`src/rtl/reset_sequencer.sv`:
```
// Staggered reset sequencer: waits for clock-manager lock, stretches, then releases channels in order.
// Optional lock timeout enabled by defining RESET_SEQ_LOCK_TIMEOUT_EN.
`timescale 1ns/1ps
module reset_sequencer #(
  parameter int NUM_RST      = 4,
  parameter int STRETCH      = 16,
  parameter int STAGGER      = 8,
  parameter int LOCK_TIMEOUT = 1024
) (
  input  logic               CLK_IN,
  input  logic               RESET_IN,
  input  logic               LOCKED_IN,
  input  logic               SW_RST_IN,
  output logic [NUM_RST-1:0] RST_OUT,
  output logic               READY_OUT,
  output logic               LOCK_FAIL_OUT,
  output logic [2:0]         STATE_OUT
);

  localparam int MAX_AB = (STRETCH > STAGGER) ? STRETCH : STAGGER;
  localparam int MAX_C  = (MAX_AB > LOCK_TIMEOUT) ? MAX_AB : LOCK_TIMEOUT;
  localparam int CW     = $clog2(MAX_C) + 1;

  localparam logic [CW-1:0] STRETCH_END = CW'(STRETCH - 1);
  localparam logic [CW-1:0] STAGGER_END = CW'(STAGGER - 1);
`ifdef RESET_SEQ_LOCK_TIMEOUT_EN
  localparam logic [CW-1:0] TIMEOUT_END = CW'(LOCK_TIMEOUT - 1);
`endif

  typedef enum logic [2:0] {
    S_WAIT_LOCK = 3'd0,
    S_STRETCH   = 3'd1,
    S_RELEASE   = 3'd2,
    S_RUN       = 3'd3,
    S_FAIL      = 3'd4
  } state_t;

  state_t               state;
  logic [CW-1:0]        cnt;
  logic                 lock_p0;
  logic                 lock_p1;
  logic [NUM_RST-1:0]   rst_q;
  logic [NUM_RST-1:0]   rst_shift;
  logic                 ready_q;
  logic                 seq_active;

  function automatic logic [CW-1:0] sat_inc(input logic [CW-1:0] c);
    return (&c) ? c : c + 1'b1;
  endfunction

  // Shifting a zero in at bit 0 guarantees in-order release.
  assign rst_shift  = rst_q << 1;
  assign seq_active = (state == S_STRETCH) || (state == S_RELEASE) || (state == S_RUN);

  always_ff @(posedge CLK_IN or posedge RESET_IN) begin
    if (RESET_IN) begin
      lock_p0 <= 1'b0;
      lock_p1 <= 1'b0;
      state   <= S_WAIT_LOCK;
      cnt     <= '0;
      rst_q   <= '1;
      ready_q <= 1'b0;
    end else begin
      lock_p0 <= LOCKED_IN;
      lock_p1 <= lock_p0;
      if (seq_active && !lock_p1) begin
        state   <= S_WAIT_LOCK;
        cnt     <= '0;
        rst_q   <= '1;
        ready_q <= 1'b0;
      end else if (seq_active && SW_RST_IN) begin
        state   <= S_STRETCH;
        cnt     <= '0;
        rst_q   <= '1;
        ready_q <= 1'b0;
      end else begin
        case (state)
          S_WAIT_LOCK: begin
            if (lock_p1) begin
              state <= S_STRETCH;
              cnt   <= '0;
`ifdef RESET_SEQ_LOCK_TIMEOUT_EN
            end else if (cnt == TIMEOUT_END) begin
              state <= S_FAIL;
              cnt   <= sat_inc(cnt);
`endif
            end else begin
              cnt <= sat_inc(cnt);
            end
          end
          S_STRETCH: begin
            if (cnt == STRETCH_END) begin
              rst_q   <= rst_shift;
              cnt     <= '0;
              state   <= (NUM_RST == 1) ? S_RUN : S_RELEASE;
              ready_q <= (NUM_RST == 1);
            end else begin
              cnt <= sat_inc(cnt);
            end
          end
          S_RELEASE: begin
            if (cnt == STAGGER_END) begin
              rst_q <= rst_shift;
              cnt   <= '0;
              if (rst_shift == '0) begin
                state   <= S_RUN;
                ready_q <= 1'b1;
              end
            end else begin
              cnt <= sat_inc(cnt);
            end
          end
          S_RUN: begin
            cnt <= '0;
          end
          S_FAIL: begin
            if (lock_p1) begin
              state <= S_STRETCH;
              cnt   <= '0;
            end
          end
          default: begin
            state   <= S_WAIT_LOCK;
            cnt     <= '0;
            rst_q   <= '1;
            ready_q <= 1'b0;
          end
        endcase
      end
    end
  end

`ifdef RESET_SEQ_LOCK_TIMEOUT_EN
  logic fail_q;

  // Sticky until the asynchronous reset.
  always_ff @(posedge CLK_IN or posedge RESET_IN) begin
    if (RESET_IN) begin
      fail_q <= 1'b0;
    end else if (state == S_WAIT_LOCK && !lock_p1 && cnt == TIMEOUT_END) begin
      fail_q <= 1'b1;
    end
  end

  assign LOCK_FAIL_OUT = fail_q;
`else
  assign LOCK_FAIL_OUT = 1'b0;
`endif

  assign RST_OUT   = rst_q;
  assign READY_OUT = ready_q;
  assign STATE_OUT = state;

endmodule

```
`config.mk`:
```
export PLATFORM = sky130hd
export DESIGN_NAME = reset_sequencer
export DESIGN_NICKNAME = d
export VERILOG_FILES = /design/src/rtl/reset_sequencer.sv
export SDC_FILE = /design/constraint.sdc
export NUM_CORES = 1
export LEC_CHECK = 0
export CAP_MARGIN = 20
export CORE_MARGIN = 10
export CORE_UTILIZATION = 41
export DETAILED_ROUTE_END_ITERATION = 12
export GPL_TIMING_DRIVEN = 0
export SLEW_MARGIN = 20
export SYNTH_ARGS = -nofsm -noshare
export SYNTH_HDL_FRONTEND = slang
export SYNTH_SLANG_ARGS = --single-unit
export TNS_END_PERCENT = 100
```
`constraint.sdc`:
```
create_clock -name CLK_IN -period 1.85 [get_ports CLK_IN]
set_clock_uncertainty 0.2 [all_clocks]
set_input_delay 0.37 -clock CLK_IN [delete_from_list [all_inputs] [get_ports CLK_IN]]
set_output_delay 0.37 -clock CLK_IN [all_outputs]
set_load 0.05 [all_outputs]
```
==> summary.txt, run 1 <==
post-synthesis mux area share = 4.59%
Simple-Gate Fraction of Synth Area = 21.3%
Post-Route WL = 2.29 mm
post-synthesis cell type count = 41
setup violators final = 0
H-tree Lvls = 1
sequential-to-total area share from yosys stat = 42.2%
IR drop worst, VDD = 903 uV
Port-buffer cells = 10
Max clock buf depth = 2
via count = 890
Final #Nets = 146
Num Clock Sinks = 20
Max transition margin = 47.5%
Worst Hold Launch = lock_p0$_DFF_PP0_
Final Max Tran Viols = 0
Ys Warns = 0
Avg WL per Cell = 13.8 um
Starting Density = 43.1%
Vias/cell = 5.36
nature of the critical path endpoint = flop
largest net degree at the start of global routing = 21
worst setup path class = reg2reg
Routed Antenna Nets = 0
Non-Filler Instances = 166
P_int = 1.19 mW
Die Area = 5490 um2
detailed placement HPWL = 1.69 mm
clock-pin slew on the worst setup and hold paths = 0.13 ns
CTS tree = done
Cells after Synth = 116
reg-to-reg critical path startpoint = cnt[9]$_DFF_PP0_
class of the tightest hold or removal check = reg2reg
clock share of power = 18.2%
ranking of synthesized cells by area = dfrtp_1, dfstp_2, ha_1
Synth top area share = 33.4%
RSZ-0062 raised after global routing = yes
CP arrival = 1.83 ns
CP startpoint kind = flop
Lkg Pwr = 0.603 nW
io pins = 13
most frequent cells after synthesis = nor2_1, dfrtp_1, inv_1, nor3_1, ha_1
status = complete, no violations
Post-Synth XOR/XNOR Area = 0.731%
Inserted Clock Buffers = 3
DRC = 0
GRT Overall Usage = 8.83%
Placer Congestion = 0.848
Post-Synth Adder-Cell Area = 6.26%
ant diodes = 0
largest family of logic cells by synthesized area = simple AND/OR/NAND/NOR gates
Worst-Margin Slew = 0.786 ns
1st-pass router iterations = 4
main flop type after synthesis = dfrtp_1
Synth Area in Compound Gates = 18.4%
Multi-input gate area = 656 um2
PD cells = 1390 nW/um2
die width = 74.1 um
period utilisation layout = 99.0%
max cap viols = 0
minimum clock period = 1.83 ns
Worst-Skew Late Latency = 0.31 ns
Layout Utilization = 52.0%
Area growth syn-to-layout = 20.6%
FF/Latch Area = 509 um2
fill count = 256
fmax = 546 MHz
Crit Path Max Fanout = 10
Sw Share = 40.9%
Hold Vio Cnt, Final = 0
layout cells sized above 1 = 35.6%
vias in the first global route = 876
Post-synth EDFFs = 0
Post-Place Cells = 158
Root Driver = clkbuf_4
critical path required time = 1.85 ns
Post-Syn Area = 1200 um2
Core ar. = 2780 um2
Final Power = 2.01 mW
Psw = 0.822 mW
Remaining Overflow, GRT = 0
first-pass GRT wire length = 3.95 mm
row count = 19
area leader, netlist = dfrtp_1
Reg2Reg Setup Slack = 0.02 ns
cts hold-fix bufs = 0
initial detailed-routing violation count = 36
most frequent cell after synthesis = nor2_1
die height = 74.1 um
Async SR Flop Fraction = 100%
initial antenna violation count = 0
synthesized flop and latch total = 20
average cell area after synthesis = 10.3 um2
combinational share of power = 52.0%
Seq pwr share = 29.8%
Worst setup startpoint = cnt[9]$_DFF_PP0_
==> path summary, 6_finish.rpt <==
check,end,cells past startpoint
max in group asynchronous,STATE_OUT[1]$_DFFE_PP0P_,2
setup / recovery,cnt[1]$_DFF_PP0_,5
hold reg to reg,lock_p1$_DFF_PP0_,0
hold / removal,lock_p1$_DFF_PP0_,0
min in group asynchronous,READY_OUT$_DFFE_PP0P_,2
setup reg to reg,cnt[1]$_DFF_PP0_,5
==> sequential cells by signal, summed over array words and instances (netlist names) <==
name	flops
READY_OUT	1
RST_OUT	4
STATE_OUT	2
cnt	11
lock_p0	1
lock_p1	1
==> metrics by stage <==
stage               hold slack, ns  setup TNS (ns)  area [um2]  setup slack, ns
global placement             0.132           -2.53        1380           -0.245
floorplan                    0.131         -0.0553        1240          -0.0553
detailed placement           0.135           -2.64        1380           -0.254
CTS                          0.163               0        1450          0.00238
global route                 0.180          -0.804        1450          -0.0979
finish                       0.163               0        1450           0.0188
==> power by group through the flow <==
stage               clock (mW)  sequential [mW]  combinational, mW
floorplan                    0            0.769              0.638
global placement             0            0.616               1.00
detailed placement           0            0.620               1.01
CTS                      0.375            0.604               1.03
global route             0.391            0.612               1.13
finish                   0.366            0.599               1.04
==> final cells by class <==
type                    count  area share (%)
clock inverters             1            2.08
repair buffers             14            7.88
flip-flops and latches     20            35.2
inverters                  11            2.86
multi-input cells          82            45.4
well taps                  31            2.68
clock buffers               3            1.56
plain buffers               4            2.34
==> cells by family after synthesis <==
kind of cell | after synthesis
buffers and inverters | 15
adder cells (fa/ha/maj) | 6
multiplexers | 5
XOR/XNOR | 1
other | 1
flip-flops | 20
AND/OR/NAND/NOR | 44
AO/OA/AOI/OAI | 24
==> routing by layer <==
layer  track usage [%]  part of all wire [%]  vias to the layer above
met5                 0                     0                        -
met3              2.26                   4.0                        2
met2              15.1                    48                       10
li1                  -                     -                      454
met1              10.5                    48                      424
met4              3.11                  0.70                        0
==> critical path: stages, from the launching register on <==
cell and delay (ns):
dfrtp_1 0.45, nor3_1 0.33, a41oi_1 0.18, o31ai_2 0.30, buf_6 0.19, nor2_1 0.06
==> timing repair <==
item	CTS	global route
endpoints found under the setup margin	17	15
pin swaps	0	2
gates resized for setup	21	7
buffers inserted	2	2
==> layout by cell type, fill, tap and decap left out, types with 3 or more instances in the layout <==
cell,instances
nor2_1,16
dfrtp_1,13
inv_1,9
buf_4,8
nor3_1,7
dfstp_2,4
mux2i_1,4
a31oi_1,4
dfrtp_2,3
o32a_1,3
nand4_1,3
nand2_1,3
nand3_1,3
ha_2,3
clkbuf_4,3
clkdlybuf4s50_1,3
buf_2,3
Note: power is estimated with default switching activity, not from simulation.
==> run 2, diff against run 1 <==
Clock period 1.85 ns to 1.7 ns, I/O delays scaled along.
==> run 2 against run 1 <==
- the flow now finishes with violations (negative setup slack)
- setup slack lost 0.20 ns
- global-route usage grew 1.4 points
- clock-buffer cell count is the same
- sequential power grew 11%
- non-clock buffer count grew 5
- critical path depth grew 1
- register-to-register slack lost 0.20 ns
==> summary.txt, run 2 (synthesis gave the netlist of run 1 again) <==
status = finished, violations left
failing checks = negative setup slack
Max transition margin = 48.3% (+0.75 points)
first-pass GRT wire length = 4.49 mm (+14%)
Port-buffer cells = 10 (unchanged)
via count = 928 (+4.3%)
CP arrival = 1.89 ns (+0.06 ns)
class of the tightest hold or removal check = reg2reg
Final Max Tran Viols = 0 (unchanged)
period utilisation layout = 111% (+12 points)
worst setup path class = reg2reg
P_int = 1.41 mW (+19%)
minimum clock period = 1.88 ns (+0.0492 ns)
Avg WL per Cell = 14.9 um (+8.0%)
placed cell area = 1400 um2 (+2.0%)
Placer Congestion = 0.872 (+2.8%)
worst path cell trace = inv_4 -> ha_4 -> mux2i_1 -> and4_4 -> o22ai_4 -> mux2_4
1st-pass router iterations = 4 (unchanged)
Die Area = 5490 um2 (unchanged)
largest net degree at the start of global routing = 21 (unchanged)
Num Clock Sinks = 20 (unchanged)
row count = 19 (unchanged)
combinational share of power = 55.4% (+3.4 points)
reg-to-reg critical path startpoint = STATE_OUT[0]$_DFFE_PP0P_
IR drop worst, VDD = 1170 uV (+29%)
Final Power = 2.38 mW (+18%)
Max clock buf depth = 2 (unchanged)
Core ar. = 2780 um2 (unchanged)
reg2reg path depth = 6 (+1)
highest-count cells in the layout ignoring fill and taps = nor2_1, dfrtp_1, buf_4, inv_1, nor3_1
slowest stage cell, crit path = dfrtp_4
clock share of power = 16.7% (-1.5 points)
max cap viols = 0 (unchanged)
Remaining Overflow, GRT = 0 (unchanged)
Area growth syn-to-layout = 27.9%
final worst setup slack = -0.180 ns (-0.199 ns)
vias in the first global route = 950 (+8.4%)
Routed Antenna Nets = 0 (unchanged)
Sw Share = 40.7% (-0.17 points)
Crit Path Max Fanout = 4 (-6)
clock-pin slew on the worst setup and hold paths = 0.12 ns (about the same)
Worst-Margin Slew = 0.775 ns (-0.0112 ns)
Inserted Clock Buffers = 3 (unchanged)
PD cells = 1550 nW/um2 (+12%)
initial detailed-routing violation count = 57 (+58%)
fmax = 532 MHz (-2.6%)
GRT Overall Usage = 10.2% (+1.4 points)
setup violators final = 17 (+17)
Final #Nets = 151 (+3.4%)
CP startpoint kind = flop
max reg flops = 11 (unchanged)
io pins = 13 (unchanged)
slowest stage delay, CP = 0.53 ns (+0.08 ns)
Vias/cell = 5.43 (+1.2%)
Starting Density = 43.1% (unchanged)
ant diodes = 0 (unchanged)
Lkg Pwr = 0.634 nW (+5.0%)
commonest non-fill, non-tap cell in the layout = nor2_1
layout cells sized above 1 = 40.7% (+5.2 points)
Min-Delay Path Depth = 0 (unchanged)
CTS tree = done
Worst setup startpoint = STATE_OUT[0]$_DFFE_PP0P_
detailed placement HPWL = 1.78 mm (+4.8%)
post-route cell area = 1530 um2 (+6.1%)
nature of the critical path endpoint = flop
DRC = 0 (unchanged)
die width = 74.1 um (unchanged)
RSZ-0062 raised after global routing = yes
Seq pwr share = 28.0% (-1.8 points)
Worst Hold Launch = lock_p0$_DFF_PP0_
Root Driver = clkbuf_4
Hold Vio Cnt, Final = 0 (unchanged)
Biggest register = cnt
initial antenna violation count = 0 (unchanged)
die height = 74.1 um (unchanged)
fill count = 238 (-7.0%)
Psw = 0.969 mW (+18%)
Post-Route WL = 2.55 mm (+11%)
H-tree Lvls = 1 (unchanged)
critical path required time = 1.71 ns (-0.14 ns)
Worst-Skew Late Latency = 0.31 ns (about the same)
pre-CTS setup slack = -0.388 ns (-0.134 ns)
-- run 2: changes by cell type in the layout (fill, tap and decap cells not counted), moves of 2 or more --
cell,previous run,this run
buf_4,8,13
buf_6,1,3
ha_4,1,3
inv_2,2,0
inv_4,0,2
nor3_1,7,5
nor3_2,2,4
-- run 2: worst paths after layout --
| kind | end | slack [ns] |
|---|---|---|
| worst min-delay path | lock_p1$_DFF_PP0_ | 0.16 |
| min in group asynchronous | cnt[2]$_DFF_PP0_ | 0.25 |
| worst max register to register | STATE_OUT[0]$_DFFE_PP0P_ | -0.18 |
| max in group asynchronous | STATE_OUT[0]$_DFFE_PP0P_ | 0.49 |
| worst max-delay path | STATE_OUT[0]$_DFFE_PP0P_ | -0.18 |
| worst min register to register | lock_p1$_DFF_PP0_ | 0.16 |
-- run 2: layout make-up --
type	count	area [um2]	area share [%]
well taps	31	38.8	2.53
flip-flops and latches	20	512	33.4
clock inverters	1	30.0	1.96
inverters	11	46.3	3.02
clock buffers	3	22.5	1.47
multi-input cells	82	696	45.4
plain buffers	4	37.5	2.45
repair buffers	19	150	9.80
-- run 2: critical path: cells and delay by family (launching register included) --
kind | cells | cell delay [ns]
AO/OA/AOI/OAI | 1 | 0.19
adder cells (fa/ha/maj) | 1 | 0.16
buffers and inverters | 1 | 0.09
flip-flops | 1 | 0.53
multiplexers | 2 | 0.38
AND/OR/NAND/NOR | 1 | 0.21
-- run 2: power groups by stage --
stage | Sequential, mW | Clock, mW | Combinational, mW
floorplan | 0.856 | 0 | 0.745
global placement | 0.687 | 0 | 1.16
detailed placement | 0.691 | 0 | 1.17
CTS | 0.666 | 0.417 | 1.27
global route | 0.683 | 0.433 | 1.43
finish | 0.665 | 0.397 | 1.32
-- run 2: metal layers --
| metal | track usage, % | up-vias | wire length [um] | part of all wire, % |
|---|---|---|---|---|
| li1 | - | 462 | - | - |
| met1 | 13.2 | 450 | 1210 | 48 |
| met2 | 15.9 | 14 | 1230 | 48 |
| met3 | 3.46 | 2 | 100 | 3.9 |
| met4 | 2.48 | 0 | 12 | 0.47 |
| met5 | 0 | - | 0 | 0 |
-- run 2: what timing repair did --
action	in CTS	in global routing
pin swaps	3	3
buffers inserted	6	3
gates resized for setup	40	4
hold buffers	0	0
hold endpoints to repair	0	0
endpoints found under the setup margin	25	18
-- run 2: through the flow --
| step | cells | setup TNS [ns] | hold WS (ns) | utilization (%) |
|---|---|---|---|---|
| floorplan | 117 | -1.29 | 0.101 | - |
| global placement | 158 | -5.67 | 0.136 | 50.4 |
| detailed placement | 158 | -5.79 | 0.138 | 50.4 |
| CTS | 168 | -2.06 | 0.168 | 53.6 |
| global route | 171 | -3.29 | 0.179 | 55.1 |
| finish | 171 | -1.88 | 0.163 | 55.1 |
==> run 3, diff against run 2 <==
Settings changed: CORE_UTILIZATION 41 to 26.
==> run 3 against run 2 <==
- the run still ends with negative setup slack left
- via count rose by 3.6%
- fmax shrank 0.58%
- sequential share of layout area decreased by 0.85 points
- clock-buffer cell count is 1 higher
- sequential power is essentially flat
- wire length increased by 1.6%
- power grew 0.55%
- clock power down 6.5%
- first-iteration DRC count decreased by 26%
- worst hold slack got worse by 0.022 ns
- global-route usage decreased by 3.1 points
==> summary.txt, run 3 (synthesis gave the netlist of run 1 again) <==
first-pass GRT wire length = 4.44 mm (-1.1%)
row count = 24 (+5)
Fin Hold WS = 0.142 ns (-0.0217 ns)
Routed Antenna Nets = 0 (unchanged)
nature of the critical path endpoint = flop
io pins = 13 (unchanged)
Biggest register = cnt
Final Power = 2.39 mW (+0.55%)
layout cells sized above 1 = 43.2% (+2.5 points)
CP arrival = 1.85 ns (-0.04 ns)
Num Clock Sinks = 20 (unchanged)
fmax = 529 MHz (-0.58%)
period utilisation layout = 111% (+0.64 points)
CP startpoint kind = flop
reg-to-reg critical path startpoint = STATE_OUT[0]$_DFFE_PP0P_
worst setup path class = reg2reg
Final Max Tran Viols = 0 (unchanged)
Starting Density = 27.2% (-16 points)
Avg WL per Cell = 13.6 um (-9.1%)
ant diodes = 0 (unchanged)
Sw Share = 41.5% (+0.71 points)
Die Area = 7730 um2 (+41%)
post-route cell area = 1570 um2 (+2.6%)
Crit Path Max Fanout = 5 (+1)
vias in the first global route = 1002 (+5.5%)
H-tree Lvls = 1 (unchanged)
Vias/cell = 5.03 (-7.3%)
highest-count cells in the layout ignoring fill and taps = dfrtp_1, nor2_1, inv_1, buf_4
Lkg Pwr = 0.618 nW (-2.4%)
Inserted Clock Buffers = 3 (unchanged)
Placer Congestion = 0.814 (-6.7%)
placed cell area = 1430 um2 (+1.9%)
Max transition margin = 49.4% (+1.1 points)
Port-buffer cells = 10 (unchanged)
via count = 961 (+3.6%)
failing checks = negative setup slack
DRC = 0 (unchanged)
class of the tightest hold or removal check = reg2reg
final worst setup slack = -0.191 ns (-0.0109 ns)
Remaining Overflow, GRT = 0 (unchanged)
clock share of power = 15.5% (-1.2 points)
Psw = 0.992 mW (+2.3%)
initial detailed-routing violation count = 42 (-26%)
combinational share of power = 56.6% (+1.2 points)
Worst Hold Launch = lock_p0$_DFF_PP0_
detailed placement HPWL = 1.82 mm (+2.7%)
initial antenna violation count = 0 (unchanged)
critical path required time = 1.66 ns (-0.05 ns)
status = finished, violations left
die width = 87.9 um (+19%)
Worst setup startpoint = STATE_OUT[0]$_DFFE_PP0P_
setup violators final = 17 (unchanged)
fill count = 436 (+83%)
pre-CTS setup slack = -0.418 ns (-0.0298 ns)
Worst-Skew Late Latency = 0.26 ns (-0.05 ns)
largest net degree at the start of global routing = 21 (unchanged)
GRT Overall Usage = 7.11% (-3.1 points)
Final #Nets = 150 (-0.66%)
minimum clock period = 1.89 ns (+0.0109 ns)
die height = 87.9 um (+19%)
Layout Utilization = 35.6% (-19 points)
PD cells = 1520 nW/um2 (-2.0%)
Seq pwr share = 27.9% (about the same)
IR drop worst, VDD = 498 uV (-57%)
Area growth syn-to-layout = 31.2%
Max clock buf depth = 2 (unchanged)
RSZ-0062 raised after global routing = yes
CTS tree = done
Post-Route WL = 2.59 mm (+1.6%)
clock-pin slew on the worst setup and hold paths = 0.08 ns (-0.04 ns)
max cap viols = 0 (unchanged)
P_int = 1.40 mW (-0.65%)
Root Driver = clkbuf_8
1st-pass router iterations = 4 (unchanged)
Core ar. = 4410 um2 (+59%)
Worst-Margin Slew = 0.758 ns (-0.0168 ns)
cts hold-fix bufs = 0 (unchanged)
Hold Vio Cnt, Final = 0 (unchanged)
max reg flops = 11 (unchanged)
[run 3: cell count changes in the layout (fill, tap and decap cells not counted), sizes merged]
| cell | previous run | this run |
|---|---|---|
| buf | 19 | 17 |
| bufinv | 1 | 0 |
| clkbuf | 3 | 4 |
| clkdlybuf4s15 | 1 | 2 |
[run 3: layout make-up]
cell class                      instances  area, um2  share of cell area [%]
Sequential cell                        20        512                    32.5
Clock buffer                            4       55.1                    3.50
Inverter                               11       46.3                    2.94
Buffer                                  4       37.5                    2.39
Timing Repair Buffer                   18        140                    8.91
Tap cell                               52       65.1                    4.14
Multi-Input combinational cell         82        717                    45.6
[run 3: worst paths after layout]
path                                                  to  slack [ns]  cells past startpoint
min in group asynchronous               cnt[9]$_DFF_PP0_        0.31                      2
max in group asynchronous       STATE_OUT[0]$_DFFE_PP0P_        0.44                      2
worst max-delay path            STATE_OUT[0]$_DFFE_PP0P_       -0.19                      6
worst min register to register         lock_p1$_DFF_PP0_        0.14                      0
worst min-delay path                   lock_p1$_DFF_PP0_        0.14                      0
worst max register to register  STATE_OUT[0]$_DFFE_PP0P_       -0.19                      6
[run 3: per-stage QoR]
step / cells / TNS (ns)
floorplan: 117 / -1.29
global placement: 179 / -5.58
detailed placement: 179 / -6.14
CTS: 191 / -2.76
global route: 191 / -3.91
finish: 191 / -2.32
[run 3: layer usage]
metal  up-vias  routed length, um  global-route usage (%)
met4         0                 51                    2.46
li1        462                  -                       -
met5         -                  0                       0
met1       473               1050                    6.86
met2        19               1370                    13.4
met3         7                119                    2.69
[run 3: power groups by stage]
stage	registers (mW)	clock network [mW]	logic, mW
6_report	0.668	0.371	1.35
5_1_grt	0.682	0.402	1.45
4_1_cts	0.669	0.383	1.34
3_5_place_dp	0.693	0	1.17
3_3_place_gp	0.686	0	1.15
2_1_floorplan	0.856	0	0.745
[run 3: critical path, stage by stage, from the launching register on]
cell     delay, ns
dfrtp_4       0.52
inv_4         0.09
ha_4          0.15
mux2i_1       0.08
and4_4        0.22
o22ai_4       0.20
mux2_4        0.32
[run 3: repair_timing]
action	CTS	global route
endpoints found under the setup margin	24	19
setup buffers	7	0
endpoints found under the hold margin	0	0
cloned	1	0
resized for setup	39	5
pin swaps	12	5
